`src/rtl/serial_word_sender_pkg.sv`:
```
// serial_pkg: shared state type, default width and bit-ordering helper for serial_word_sender.
package serial_pkg;
   typedef enum logic {IDLE, SEND} send_state_t;
   localparam int DEFAULT_WIDTH = 64;
   function automatic int unsigned bit_index(int unsigned cnt, bit lsb_first, int unsigned width = DEFAULT_WIDTH);
      return lsb_first ? cnt : width - 1 - cnt;
   endfunction
endpackage

```
`src/rtl/serial_word_sender_if.sv`:
```
// serial_word_sender_if: word input and serial output handshakes of serial_word_sender.
interface serial_word_sender_if import serial_pkg::*; #(
   parameter int WIDTH = DEFAULT_WIDTH,
   localparam int SEL_W = $clog2(WIDTH)
);
   logic             in_valid;
   logic             in_ready;
   logic [WIDTH-1:0] in_data;
   logic             out_valid;
   logic             out_ready;
   logic             out_bit;
   logic             out_last;
   logic [SEL_W-1:0] out_idx;
   logic             busy;
   modport slave (input in_valid, in_data, out_ready, output in_ready, out_valid, out_bit, out_last, out_idx, busy);
   modport master (output in_valid, in_data, out_ready, input in_ready, out_valid, out_bit, out_last, out_idx, busy);
endinterface

```
`src/rtl/serial_word_sender_bit_select.sv`:
```
// word_bit_select: WIDTH:1 bit selector; a two-level tree of 8:1 selectors when WIDTH is 64.
module word_bit_select import serial_pkg::*; #(
   parameter int WIDTH = DEFAULT_WIDTH,
   localparam int SEL_W = $clog2(WIDTH)
) (
   input  logic [WIDTH-1:0] in,
   input  logic [SEL_W-1:0] sel,
   output logic             out
);
   if (WIDTH == 64) begin : g_tree
      logic [7:0] grp;
      for (genvar i = 0; i < 8; i++) begin : g_leaf
         assign grp[i] = in[{3'(i), sel[2:0]}];
      end
      assign out = grp[sel[5:3]];
   end else begin : g_flat
      assign out = in[sel];
   end
endmodule

```
`src/rtl/serial_word_sender.sv`:
```
// serial_word_sender: holds one word and shifts it out one bit per valid/ready beat.
// Define SERIAL_WORD_SENDER_PARITY_EN to append an even-parity beat after each word.
module serial_word_sender import serial_pkg::*; #(
   parameter int WIDTH     = DEFAULT_WIDTH,
   parameter bit LSB_FIRST = 1'b1
) (
   input logic clk,
   input logic rst_n,
   serial_word_sender_if.slave bus
);
   localparam int SEL_W = $clog2(WIDTH);
   localparam logic [0:0] S_IDLE = 1'(IDLE);
   localparam logic [0:0] S_SEND = 1'(SEND);
`ifdef SERIAL_WORD_SENDER_PARITY_EN
   localparam int CNT_W = SEL_W + 1;
   localparam logic [CNT_W-1:0] LAST_CNT = CNT_W'(WIDTH);
`else
   localparam int CNT_W = SEL_W;
   localparam logic [CNT_W-1:0] LAST_CNT = CNT_W'(WIDTH - 1);
`endif
   logic [0:0]       state_q, state_d;
   logic [WIDTH-1:0] word_q, word_d;
   logic [CNT_W-1:0] cnt_q, cnt_d;
   logic [SEL_W-1:0] data_idx, idx;
   logic             sel_bit, beat_bit, send, last, xfer, accept;
   assign data_idx = SEL_W'(bit_index(32'(cnt_q[SEL_W-1:0]), LSB_FIRST, WIDTH));
   word_bit_select #(.WIDTH(WIDTH)) u_sel (.in(word_q), .sel(data_idx), .out(sel_bit));
`ifdef SERIAL_WORD_SENDER_PARITY_EN
   // Counter value WIDTH is the parity beat; it reports the last data position.
   assign idx      = cnt_q[SEL_W] ? SEL_W'(WIDTH - 1) : data_idx;
   assign beat_bit = cnt_q[SEL_W] ? ^word_q : sel_bit;
`else
   assign idx      = data_idx;
   assign beat_bit = sel_bit;
`endif
   always_comb begin
      send          = state_q == S_SEND;
      last          = send && cnt_q == LAST_CNT;
      xfer          = send && bus.out_ready;
      bus.in_ready  = !send || (last && bus.out_ready);
      accept        = bus.in_valid && bus.in_ready;
      state_d       = accept ? S_SEND : (xfer && last) ? S_IDLE : state_q;
      word_d        = accept ? bus.in_data : word_q;
      cnt_d         = (accept || (xfer && last)) ? '0 : xfer ? cnt_q + 1'b1 : cnt_q;
      bus.out_valid = send;
      bus.busy      = send;
      bus.out_last  = last;
      bus.out_bit   = send && beat_bit;
      bus.out_idx   = send ? idx : '0;
   end
   always_ff @(posedge clk or negedge rst_n) begin
      if (!rst_n) begin
         state_q <= S_IDLE;
         word_q  <= '0;
         cnt_q   <= '0;
      end else begin
         state_q <= state_d;
         word_q  <= word_d;
         cnt_q   <= cnt_d;
      end
   end
endmodule
```
`src/flat_wrapper.sv`:
```
// flat-port wrapper written by rule: the top's interface ports become plain ports
module serial_word_sender_flat import serial_pkg::*;
#(
   parameter int WIDTH     = DEFAULT_WIDTH,
   parameter bit LSB_FIRST = 1'b1
)
  (clk, rst_n, bus_in_valid, bus_in_data, bus_out_ready, bus_in_ready, bus_out_valid, bus_out_bit, bus_out_last, bus_out_idx, bus_busy);
  serial_word_sender_if #(.WIDTH(WIDTH)) bus_i ();
  input logic clk;
  input logic rst_n;
  input wire logic [$bits(bus_i.in_valid)-1:0] bus_in_valid;
  input wire logic [$bits(bus_i.in_data)-1:0] bus_in_data;
  input wire logic [$bits(bus_i.out_ready)-1:0] bus_out_ready;
  output wire logic [$bits(bus_i.in_ready)-1:0] bus_in_ready;
  output wire logic [$bits(bus_i.out_valid)-1:0] bus_out_valid;
  output wire logic [$bits(bus_i.out_bit)-1:0] bus_out_bit;
  output wire logic [$bits(bus_i.out_last)-1:0] bus_out_last;
  output wire logic [$bits(bus_i.out_idx)-1:0] bus_out_idx;
  output wire logic [$bits(bus_i.busy)-1:0] bus_busy;
  assign bus_i.in_valid = bus_in_valid;
  assign bus_i.in_data = bus_in_data;
  assign bus_i.out_ready = bus_out_ready;
  assign bus_in_ready = bus_i.in_ready;
  assign bus_out_valid = bus_i.out_valid;
  assign bus_out_bit = bus_i.out_bit;
  assign bus_out_last = bus_i.out_last;
  assign bus_out_idx = bus_i.out_idx;
  assign bus_busy = bus_i.busy;
  serial_word_sender #(.WIDTH(WIDTH), .LSB_FIRST(LSB_FIRST)) u_core (.clk(clk), .rst_n(rst_n), .bus(bus_i));
endmodule
```
`config.mk`:
```
export PLATFORM = sky130hd
export DESIGN_NAME = serial_word_sender_flat
export DESIGN_NICKNAME = d
export VERILOG_FILES = /design/src/rtl/serial_word_sender_pkg.sv /design/src/rtl/serial_word_sender_if.sv /design/src/rtl/serial_word_sender_bit_select.sv /design/src/rtl/serial_word_sender.sv /design/src/flat_wrapper.sv
export SDC_FILE = /design/constraint.sdc
export NUM_CORES = 1
export LEC_CHECK = 0
export BUFFER_PORTS_ARGS = -buffer_cell sky130_fd_sc_hd__buf_2
export CORE_ASPECT_RATIO = 0.6
export CORE_UTILIZATION = 30
export CTS_BUF_LIST = sky130_fd_sc_hd__clkbuf_16
export CTS_CLUSTER_DIAMETER = 80
export DETAILED_ROUTE_END_ITERATION = 16
export PLACE_DENSITY_LB_ADDON = 0.08
export SLEW_MARGIN = 10
export SYNTH_ARGS = -nofsm -noshare
export SYNTH_HDL_FRONTEND = slang
export SYNTH_SLANG_ARGS = --single-unit
```
`constraint.sdc`:
```
create_clock -name clk -period 4.7 [get_ports clk]
set_input_delay 0.47 -clock clk [delete_from_list [all_inputs] [get_ports clk]]
set_output_delay 0.47 -clock clk [all_outputs]
set_load 0.03 [all_outputs]
```
* Word level (Yosys, flattened, before mapping)
Index checks and enable logic that the tools add are counted.
** Word-level totals
- Logic and storage cells :: 48
- Output and inout port bits :: 11
- Flip-flop bits (word level) :: 71
** Cells by class
- Reductions and logical operators :: 11
- Eq/ne operators :: 1
- Magnitude comparators :: 9
- $add $sub $neg :: 1
- Muxes and demuxes :: 23
** Operator list (count)
- less-than comparator 6 x 7 -> 1 bit, second input constant :: 4
- binary-select mux 1 bit (select 3 bit) :: 9
- two-way mux 6 bit :: 3
- less-than comparator 5 x 7 -> 1 bit, second input constant :: 2
- two-way mux 1 bit :: 11
- less-than comparator 3 x 7 -> 1 bit, second input constant :: 1
- less-than comparator 4 x 7 -> 1 bit, second input constant :: 1
- adder 6 x 1 -> 6 bit, second input constant :: 1
- == test 6 bit, second input constant :: 1
- logical AND 1 bit :: 6
- less-than comparator 3 x 4 -> 1 bit, second input constant :: 1
- nonzero test 2 bit :: 2
- logical OR 1 bit :: 2
- zero test 1 bit :: 1

* Logic depth before layout (Yosys ltp)
Gate-level depths: netlist of run 1.
- Depth after elaboration :: 7
- Mapped depth :: 7

* Hierarchy
A second synthesis of run 1 with hierarchy kept.
** Unflattened totals
- Cell total of the unflattened synthesis :: 251
- Area total of the unflattened synthesis :: 3448.3 sq um
** By module, submodules not included
- serial_word_sender :: cells an instance 189, seq. area each 1776.7 sq um, area an instance 2847.7 sq um, instances 1
- word_bit_select :: cells an instance 62, seq. area each 0.0 sq um, area an instance 600.6 sq um, instances 1

* Worst setup path after synthesis of run 1
OpenSTA, ideal clock, no wires.
- Kind :: register to output
- Start :: register u_core.cnt_q[0]
- End :: output bus_out_bit
- Buffers on the path :: 2
- Data required time :: 4.230 ns
- Setup slack :: 2.442 ns
- Data arrival time :: 1.788 ns
- Cell stages (with the launch flop) :: 8
- Path through :: dfrtp_1 buf_6 buf_12 mux4_2 mux2i_1 o211ai_1 nand3_1 a21oi_1
** On the way
- Longest elaborated chain between the ends :: 5
- Elaborated cells between the ends (all ways) :: 19
- Classes of those cells :: mux: 18; reduce/logical: 1
** Ends and longest elaborated chain
- start: declaration :: RTL line serial_word_sender.sv:23 : logic [CNT_W-1:0] cnt_q, cnt_d;
- start signal: assignment :: RTL line serial_word_sender.sv:59 : cnt_q <= cnt_d;
- binary-select mux 1 bit (select 3 bit) :: RTL line serial_word_sender_bit_select.sv:13 : assign grp[i] = in[{3'(i), sel[2:0]}];
- two-way mux 1 bit (not written as such) :: RTL line serial_word_sender_bit_select.sv:13
- binary-select mux 1 bit (select 3 bit) * :: RTL line serial_word_sender_bit_select.sv:15 : assign out = grp[sel[5:3]];
- two-way mux 1 bit (not written as such) * :: RTL line serial_word_sender_bit_select.sv:15
- logical AND 1 bit * :: RTL line serial_word_sender.sv:48 : bus.out_bit = send && beat_bit;
- end: declaration :: RTL line flat_wrapper.sv:16 : output wire logic [$bits(bus_i.out_bit)-1:0] bus_out_bit;
Mark *: on every way between the ends. The rest lies on a longest branch, timed or not. The select of a mux whose other input is x is not followed.

* Final worst setup path of run 1
- Start :: register u_core.cnt_q[1]
- End :: register u_core.word_q[4]
** On the way
- Longest elaborated chain between the ends :: 5
** Ends and longest elaborated chain
- == test 6 bit :: RTL line serial_word_sender.sv:38 : last = send && cnt_q == LAST_CNT;
- logical AND 1 bit :: RTL line serial_word_sender.sv:38
- logical AND 1 bit :: RTL line serial_word_sender.sv:40 : bus.in_ready = !send || (last && bus.out_ready);
- logical OR 1 bit :: RTL line serial_word_sender.sv:40
- logical AND 1 bit :: RTL line serial_word_sender.sv:41 : accept = bus.in_valid && bus.in_ready;
- end signal: assignment :: RTL line serial_word_sender.sv:58 : word_q <= word_d;
- end: declaration :: RTL line serial_word_sender.sv:22 : logic [WIDTH-1:0] word_q, word_d;
Every way passes these cells.
A chain may end at the register's enable or synchronous reset.

==> flow_summary.json, run 1 <==
{
  "ys.flop_type": "dfrtp_1",
  "track_usage_pct": 13.8,
  "first_global_vias": 2282,
  "grt_first_pass_wirelength_mm": 12.6,
  "cap_violations": 0,
  "first_pass_iters": 4,
  "routedWlPerCell_um": 16.6,
  "worst_ep_required_time_ns": 4.91,
  "overflow": 0,
  "cts_tree": "yes",
  "swShare_pct": 29.9,
  "path_clk_slew_ns": 0.06,
  "wl_mm": 7.80,
  "n_antenna_cell": 0,
  "end_kind": "flip-flop",
  "drt_iter0_markers": 76,
  "r2r_end": "u_core.word_q[4]",
  "nets": 373,
  "port_buffers": 78,
  "hpwl_mm": 5.30,
  "grt_use_met1_pct": 20.2,
  "vias": 2118,
  "die_y_um": 87.6,
  "combPwrFrac_pct": 24.7,
  "p_switching_mw": 0.608,
  "fin_worst_skew_ns": 0.00389,
  "syn_inst": 229,
  "power.density_nw_per_um2": 460,
  "drc_errors": 0,
  "synth_top_area_share_pct": 48.5,
  "synth-edff-count": 0,
  "relSlewSlack_pct": 38.2,
  "rsz0062_at_grt": "no",
  "grt.busiest_layer": "met1",
  "setup_violations": 0,
  "core_area_sq_um": 11600,
  "min_period_ns": 3.07,
  "status": "finished clean",
  "drive_above_1_share_pct": 54.0,
  "synth.avg_cell_area_sq_um": 16.0,
  "die_x_um": 145,
  "seq_area_frac_synth_pct": 48.5,
  "grt_max_degree": 72,
  "grtUsageMet3_pct": 4.70,
  "syn2layout_area_growth_pct": 21.1,
  "r2r_cells": 6,
  "r2r-start": "u_core.cnt_q[1]",
  "top_level_ports": 79,
  "ctsResizeCount": 0,
  "power_frac_seq_pct": 40.8,
  "netlist_area_sq_um": 3660,
  "cts_sinks": 71,
  "rrSetupSlack_ns": 1.63,
  "layout.cells.non_filler": 469,
  "worstMarginPinSlew_ns": 0.928,
  "rows": 30,
  "clk_latency_ns": 0.33,
  "yosysWarningCount": 0,
  "worst_slack_ns": 1.63,
  "synth_cell_type_count": 39,
  "dp_cells": 453,
  "hp-class": "in2async",
  "cts_buffers": 9,
  "synth_top_cell_by_area": "dfrtp_1",
  "postCtsSetupBuffers": 0,
  "gp_congestion": 0.722,
  "leakagePower_nw": 2.26,
  "viasPerCell": 4.52,
  "start_util_pct": 31.6,
  "critPathLaunchType": "flip-flop",
  "ys_ff_latch": 71,
  "cts_hold_buf": 0,
  "pwr-share-clk_pct": 34.5,
  "fin_setup_tns_ns": 0,
  "async_reset_ff_share_pct": 100,
  "gr-usage-met2_pct": 18.5,
  "synth_nets": 298,
  "finalCritPeriodShare_pct": 65.3,
  "crit_arrival_ns": 3.28,
  "timing.fmax_mhz": 326,
  "cts_max_level": 3,
  "vdd_drop_max_mv": 0.196,
  "clockBufferDepth": 2,
  "dieArea_sq_um": 12700,
  "critPathMaxFanout": 43,
  "stdcell_area_sq_um": 4430,
  "ys_top_cells_by_area": "dfrtp_1 (49%), mux2_4 (25%), mux4_1 (5.7%), mux4_2 (4.9%), buf_6 (2.2%)",
  "path_class": "reg2reg",
  "antenna_left": 0,
  "synthTopCellsByCount": "dfrtp_1 (71), mux2_4 (60), nand2_1 (9), mux4_1 (8), mux4_2 (8)",
  "ctsRootBufferMaster": "clkbuf_16",
  "internal_power_mw": 1.43,
  "hold_viol_final": 0,
  "fill_cells": 1128,
  "antenna_found_initial": 0,
  "pre_cts_slack_ns": 1.57,
  "yosysMostFrequentCell": "dfrtp_1",
  "placed_area_sq_um": 4130,
  "final_max_slew_viol_count": 0
}
[logic make-up (layout without fill, tap and decap cells)]
group	after synthesis	count (layout)	share of synthesized area (%)
AOI/OAI and AO/OA	18	18	3.69
muxes	85	85	37.9
DFF	71	71	48.5
and+or+nand+nor	32	32	4.75
adders and majority gates	1	1	0.342
xor gates and xnor gates	2	2	0.479
buffers and inverters	20	100	4.31
[state kept, by name (all words and copies together), names as in the netlist]
register,count
u_core.bus.busy,1
u_core.cnt_q,6
u_core.word_q,64
[worst max-delay path, cell delays in order, from the launching register on]
cell	delay (ns)
dfrtp_1	0.82
ha_1	0.34
nand4_2	0.18
o31ai_4	0.31
nand2_4	0.48
buf_4	0.47
mux2_4	0.34
[cell type report]
class	count	area (sq um)	area share, %
sequential	71	1780	40.1
multi-input combinational	138	1730	38.9
timing repair buffer	80	408	9.21
clock buffer	9	225	5.08
tap	160	200	4.52
clock inverter	7	80.1	1.81
inverter	4	15.0	0.339
[cell usage in the layout (no fill, tap or decap), types with 2 or more instances in the layout]
cell	n
dfrtp_1	71
mux4_2	8
bufinv_16	2
buf_4	3
inv_1	6
buf_2	77
nor2_1	5
nor3_1	2
and2_1	5
mux2_2	4
nand3_1	3
mux4_1	8
mux2i_1	5
o21ai_0	5
o211ai_1	2
nand3b_1	2
clkbuf_16	9
nand2_1	9
mux2_4	60
clkinv_1	2
a21oi_1	2
[routing by layer]
| layer | vias to the layer above | share of wire [%] |
|---|---|---|
| met4 | 0 | 1.2 |
| met1 | 1044 | 54 |
| met2 | 62 | 38 |
| met3 | 7 | 6.8 |
| li1 | 1005 | - |
| met5 | - | 0 |
[worst max-delay path by stage]
stage	start	end	slack, ns	cells after the start
after CTS	u_core.cnt_q[1]	u_core.word_q[4]	1.55	6
after detailed placement	u_core.cnt_q[1]	u_core.word_q[9]	1.57	6
after global routing	u_core.cnt_q[1]	u_core.word_q[55]	1.41	6
after global placement	u_core.cnt_q[1]	u_core.word_q[9]	1.66	6
final	u_core.cnt_q[1]	u_core.word_q[4]	1.63	6
after floorplan	u_core.cnt_q[0]	bus_out_bit	2.44	7
[through the flow]
step	power, mW	hold slack [ns]	utilization, %
floorplan	1.20	0.174	-
global placement	1.35	0.483	35.6
detailed placement	1.35	0.484	35.6
CTS	2.07	0.319	38.2
global route	2.15	0.351	38.2
finish	2.04	0.271	38.2
[power groups by stage]
stage	sequential, mW	combinational, mW	clock [mW]
2_1_floorplan	0.742	0.453	0
3_3_place_gp	0.842	0.504	0
3_5_place_dp	0.843	0.509	0
4_1_cts	0.833	0.510	0.727
5_1_grt	0.850	0.543	0.754
6_report	0.831	0.503	0.702
Power figures use the tool's default switching activity.
==> run 2: changes to the inputs <==
==> constraint.sdc (replaced) <==
create_clock -name clk -period 2.8 [get_ports clk]
set_input_delay 0.28 -clock clk [delete_from_list [all_inputs] [get_ports clk]]
set_output_delay 0.28 -clock clk [all_outputs]
set_load 0.03 [all_outputs]
==> flow_summary.json, run 2 (same netlist as run 1, synthesis figures left out) <==
{
  "relSlewSlack_pct": 37.2,
  "p_switching_mw": 1.01,
  "fill_cells": 1109,
  "track_usage_pct": 13.8,
  "critPathLaunchType": "flip-flop",
  "combPwrFrac_pct": 29.5,
  "rsz0062_at_grt": "no",
  "drt_iter0_markers": 53,
  "nets": 378,
  "path_clk_slew_ns": 0.05,
  "first_pass_iters": 4,
  "layout.cells.non_filler": 472,
  "worst_ep_required_time_ns": 2.52,
  "antenna_left": 0,
  "final_util_pct": 38.2,
  "vdd_drop_max_mv": 0.313,
  "cts_max_level": 3,
  "grt_first_pass_wirelength_mm": 12.7,
  "first_global_vias": 2268,
  "leakagePower_nw": 2.26,
  "cts_hold_buf": 0,
  "routedWlPerCell_um": 16.8,
  "register_area_sq_um": 1780,
  "hpwl_mm": 5.55,
  "ctsResizeCount": 0,
  "status": "finished clean",
  "worstMarginPinSlew_ns": 0.943,
  "vias": 2128,
  "regMostFlops": "u_core.word_q",
  "pwr-share-clk_pct": 29.7,
  "end_kind": "output pin",
  "largest_reg_flops": 64,
  "crit_arrival_ns": 2.37,
  "hold_viol_final": 0,
  "cap_violations": 0,
  "die_x_um": 145,
  "final_common_cell": "buf_2",
  "multi_input_area_sq_um": 1730,
  "swShare_pct": 31.1,
  "cts_buffers": 9,
  "final_cell_mix": "buf_2 (77), dfrtp_1 (70), mux2_4 (60)",
  "cts_tree": "yes",
  "antenna_found_initial": 0,
  "viasPerCell": 4.51,
  "stdcell_area_sq_um": 4430,
  "timing.fmax_mhz": 378,
  "port_buffers": 78,
  "dp_cells": 458,
  "syn2layout_area_growth_pct": 21.2,
  "cts_sinks": 71,
  "clk_latency_ns": 0.33,
  "power.density_nw_per_um2": 732,
  "rows": 30,
  "start_util_pct": 31.6,
  "setup_violations": 0,
  "placed_area_sq_um": 4190,
  "drive_above_1_share_pct": 54.8,
  "path_class": "reg2out",
  "grt_max_degree": 72,
  "critPathMaxFanout": 8,
  "core_area_sq_um": 11600,
  "n_antenna_cell": 0,
  "finalCritPeriodShare_pct": 94.5,
  "wl_mm": 7.94,
  "die_y_um": 87.6,
  "internal_power_mw": 2.24,
  "final_max_slew_viol_count": 0,
  "drc_errors": 0,
  "fin_setup_tns_ns": 0,
  "top_level_ports": 79,
  "gp_congestion": 0.720,
  "overflow": 0,
  "postCtsSetupBuffers": 0,
  "min_period_ns": 2.65,
  "hp-class": "in2async",
  "power_frac_seq_pct": 40.8,
  "clockBufferDepth": 2,
  "dieArea_sq_um": 12700,
  "ctsRootBufferMaster": "clkbuf_16",
  "fin_worst_skew_ns": 0.00395
}
run 2: cell count changes in the layout (fill, tap and decap cells not counted):
cell and change:
buf_4 +3, dfrtp_1 -1, bufinv_16 -2, buf_12 +2, dfrtp_2 +1
run 2: worst paths after layout:
| path | slack, ns | cells past startpoint | end | from |
|---|---|---|---|---|
| worst min register to register | 0.50 | 1 | u_core.word_q[21] | u_core.word_q[21] |
| worst max register to register | 0.63 | 6 | u_core.word_q[29] | u_core.cnt_q[0] |
| worst max-delay path | 0.15 | 7 | bus_out_bit | u_core.cnt_q[0] |
| worst min-delay path | 0.09 | 1 | u_core.word_q[27] | rst_n |
| max in group asynchronous | 2.04 | 1 | u_core.cnt_q[2] | rst_n |
| min in group clk | 0.18 | 2 | u_core.word_q[41] | bus_in_data[41] |
run 2: cell type report:
| cell class | count | area share, % |
|---|---|---|
| multi-input combinational | 138 | 38.9 |
| timing repair buffer | 85 | 10.6 |
| clock inverter | 5 | 0.451 |
| sequential | 71 | 40.1 |
| clock buffer | 9 | 5.08 |
| tap | 160 | 4.51 |
| inverter | 4 | 0.339 |
run 2: through the flow:
step                      setup slack, ns  power [mW]  hold slack, ns
final                               0.155        3.25          0.0871
after global routing               0.0119        3.44           0.159
after CTS                          0.0885        3.31           0.134
after detailed placement            0.413        2.31           0.488
after global placement              0.475        2.30           0.487
after floorplan                     0.732        2.01         -0.0156
run 2: power by group through the flow:
stage,Sequential (mW),Combinational (mW),Clock [mW]
after global placement,1.34,0.959,0
after CTS,1.32,0.972,1.01
after detailed placement,1.34,0.969,0
after floorplan,1.25,0.761,0
final,1.32,0.957,0.964
after global routing,1.35,1.04,1.05
run 2: layer usage:
layer  wire [um]  vias to the layer above  global-route usage [%]
met3         527                        9                    4.81
met5           0                        -                       0
met2        3080                       69                    18.1
met1        4270                     1040                    20.8
met4          62                        0                    4.59
li1            -                     1010                       -
run 2: critical path, cell delays in order (launching register included):
cell and delay [ns]:
dfrtp_1 0.41, buf_4 0.23, mux4_2 0.53, a311oi_1 0.29
o211ai_1 0.14, nand3_1 0.14, a21oi_1 0.10, buf_2 0.20
==> run 3: changes to the inputs <==
--- a/config.mk
+++ b/config.mk
@@ -11,7 +11,6 @@
 export CTS_BUF_LIST = sky130_fd_sc_hd__clkbuf_16
 export CTS_CLUSTER_DIAMETER = 80
 export DETAILED_ROUTE_END_ITERATION = 16
-export PLACE_DENSITY_LB_ADDON = 0.08
 export SLEW_MARGIN = 10
 export SYNTH_ARGS = -nofsm -noshare
 export SYNTH_HDL_FRONTEND = slang
==> flow_summary.json, run 3 (same netlist as run 1, synthesis figures left out) <==
{
  "cap_violations": 0,
  "die_x_um": 145,
  "clk_latency_ns": 0.33,
  "crit_arrival_ns": 2.25,
  "cts_buffers": 9,
  "worstMarginPinSlew_ns": 0.892,
  "critPathLaunchType": "flip-flop",
  "ctsRootBufferMaster": "clkbuf_16",
  "holdWs_ns": 0.0611,
  "r2r_cells": 6,
  "overflow": 0,
  "drive_above_1_share_pct": 55.4,
  "final_max_slew_viol_count": 0,
  "largest_reg_flops": 64,
  "antenna_left": 0,
  "gp_congestion": 0.761,
  "cp-startpoint": "u_core.cnt_q[0]",
  "die_y_um": 87.6,
  "wl_mm": 7.67,
  "track_usage_pct": 13.5,
  "antenna_found_initial": 0,
  "viasPerCell": 4.46,
  "hpwl_mm": 5.51,
  "hold_viol_final": 0,
  "port_buffers": 78,
  "grt_first_pass_wirelength_mm": 12.4,
  "crit_end": "bus_out_bit",
  "drt_iter0_markers": 110,
  "end_kind": "output pin",
  "relSlewSlack_pct": 40.5,
  "top_level_ports": 79,
  "power.density_nw_per_um2": 802,
  "min_period_ns": 2.53,
  "nets": 376,
  "layout.cells.non_filler": 472,
  "first_pass_iters": 4,
  "leakagePower_nw": 2.30,
  "routedWlPerCell_um": 16.2,
  "syn2layout_area_growth_pct": 23.6,
  "vdd_drop_max_mv": 0.283,
  "setup_violations": 0,
  "final_common_cell": "buf_2",
  "path_clk_slew_ns": 0.05,
  "cts_hold_buf": 0,
  "r2r_end": "u_core.word_q[51]",
  "cts_sinks": 71,
  "core_area_sq_um": 11600,
  "dp_cells": 456,
  "fill_cells": 1114,
  "path_class": "reg2out",
  "critPathMaxFanout": 16,
  "status": "finished clean",
  "vias": 2106,
  "regMostFlops": "u_core.word_q",
  "finalCritPeriodShare_pct": 90.4,
  "fin_worst_skew_ns": 0.00543,
  "clockBufferDepth": 2,
  "dieArea_sq_um": 12700,
  "n_antenna_cell": 0,
  "rows": 30,
  "drc_errors": 0,
  "hp-class": "in2async",
  "fin_setup_tns_ns": 0,
  "start_util_pct": 31.6,
  "final_cell_mix": "buf_2 (77), dfrtp_1 (70), mux2_4 (60)",
  "timing.fmax_mhz": 395,
  "rrSetupSlack_ns": 0.70,
  "cts_tree": "yes",
  "grt_max_degree": 72,
  "rsz0062_at_grt": "no",
  "r2r-start": "u_core.cnt_q[0]",
  "cts_max_level": 3,
  "first_global_vias": 2254,
  "worst_ep_required_time_ns": 2.52
}
## run 3: changes by cell type in the layout (fill, tap and decap cells not counted), sizes merged
cell    previous run  this run
clkinv             3         2
bufinv             0         4
inv                6         5
buf               85        83
## run 3: critical path, stage by stage (launching register included)
cell,delay [ns]
dfrtp_2,0.46
buf_12,0.19
mux4_2,0.51
a311oi_1,0.27
o211ai_1,0.12
nand3_1,0.10
a21oi_1,0.07
buf_2,0.19
## run 3: how the worst min path moves through the flow
| stage | slack, ns | cells past startpoint | end | start |
|---|---|---|---|---|
| after floorplan | -0.02 | 0 | u_core.bus.busy | rst_n |
| final | 0.06 | 1 | u_core.word_q[4] | rst_n |
| after global routing | 0.16 | 1 | u_core.bus.busy | rst_n |
| after CTS | 0.11 | 1 | u_core.word_q[6] | rst_n |
| after detailed placement | 0.47 | 1 | u_core.word_q[4] | rst_n |
| after global placement | 0.46 | 1 | u_core.word_q[4] | rst_n |
## run 3: what timing repair did
item	in CTS	in global routing
resized for setup	0	1
setup buffers	0	0
setup endpoints to repair	0	1
## run 3: area by class of cell
cell class,instances,area (sq um),area share (%)
sequential,71,1780,39.3
multi-input combinational,138,1730,38.1
timing repair buffer,83,443,9.79
clock buffer,9,225,4.98
tap,160,200,4.43
clock inverter,7,136,3.02
inverter,4,15.0,0.332
## run 3: metrics by stage
step / setup WS (ns) / cell area [sq um] / util, % / total power, mW
2_1_floorplan: 0.732 / 3660 / - / 2.01
3_3_place_gp: 0.501 / 4160 / 35.9 / 2.27
3_5_place_dp: 0.493 / 4160 / 35.9 / 2.27
4_1_cts: 0.122 / 4520 / 39.0 / 3.67
5_1_grt: 0.0887 / 4520 / 39.0 / 3.80
6_report: 0.268 / 4520 / 39.0 / 3.63
## run 3: metal layers
layer  up-vias  track usage (%)  share of wire [%]
met1      1033             20.2                 54
met3        11             4.92                5.5
met5         -                0                  0
li1       1005                -                  -
met4         0             4.31                1.1
met2        57             17.9                 40
## run 3: power by group
part           switching (mW)  internal, mW  total, mW
logic                   0.423         0.484      0.907
registers               0.170          1.17       1.34
clock network           0.425         0.955       1.38
total                    1.02          2.61       3.63
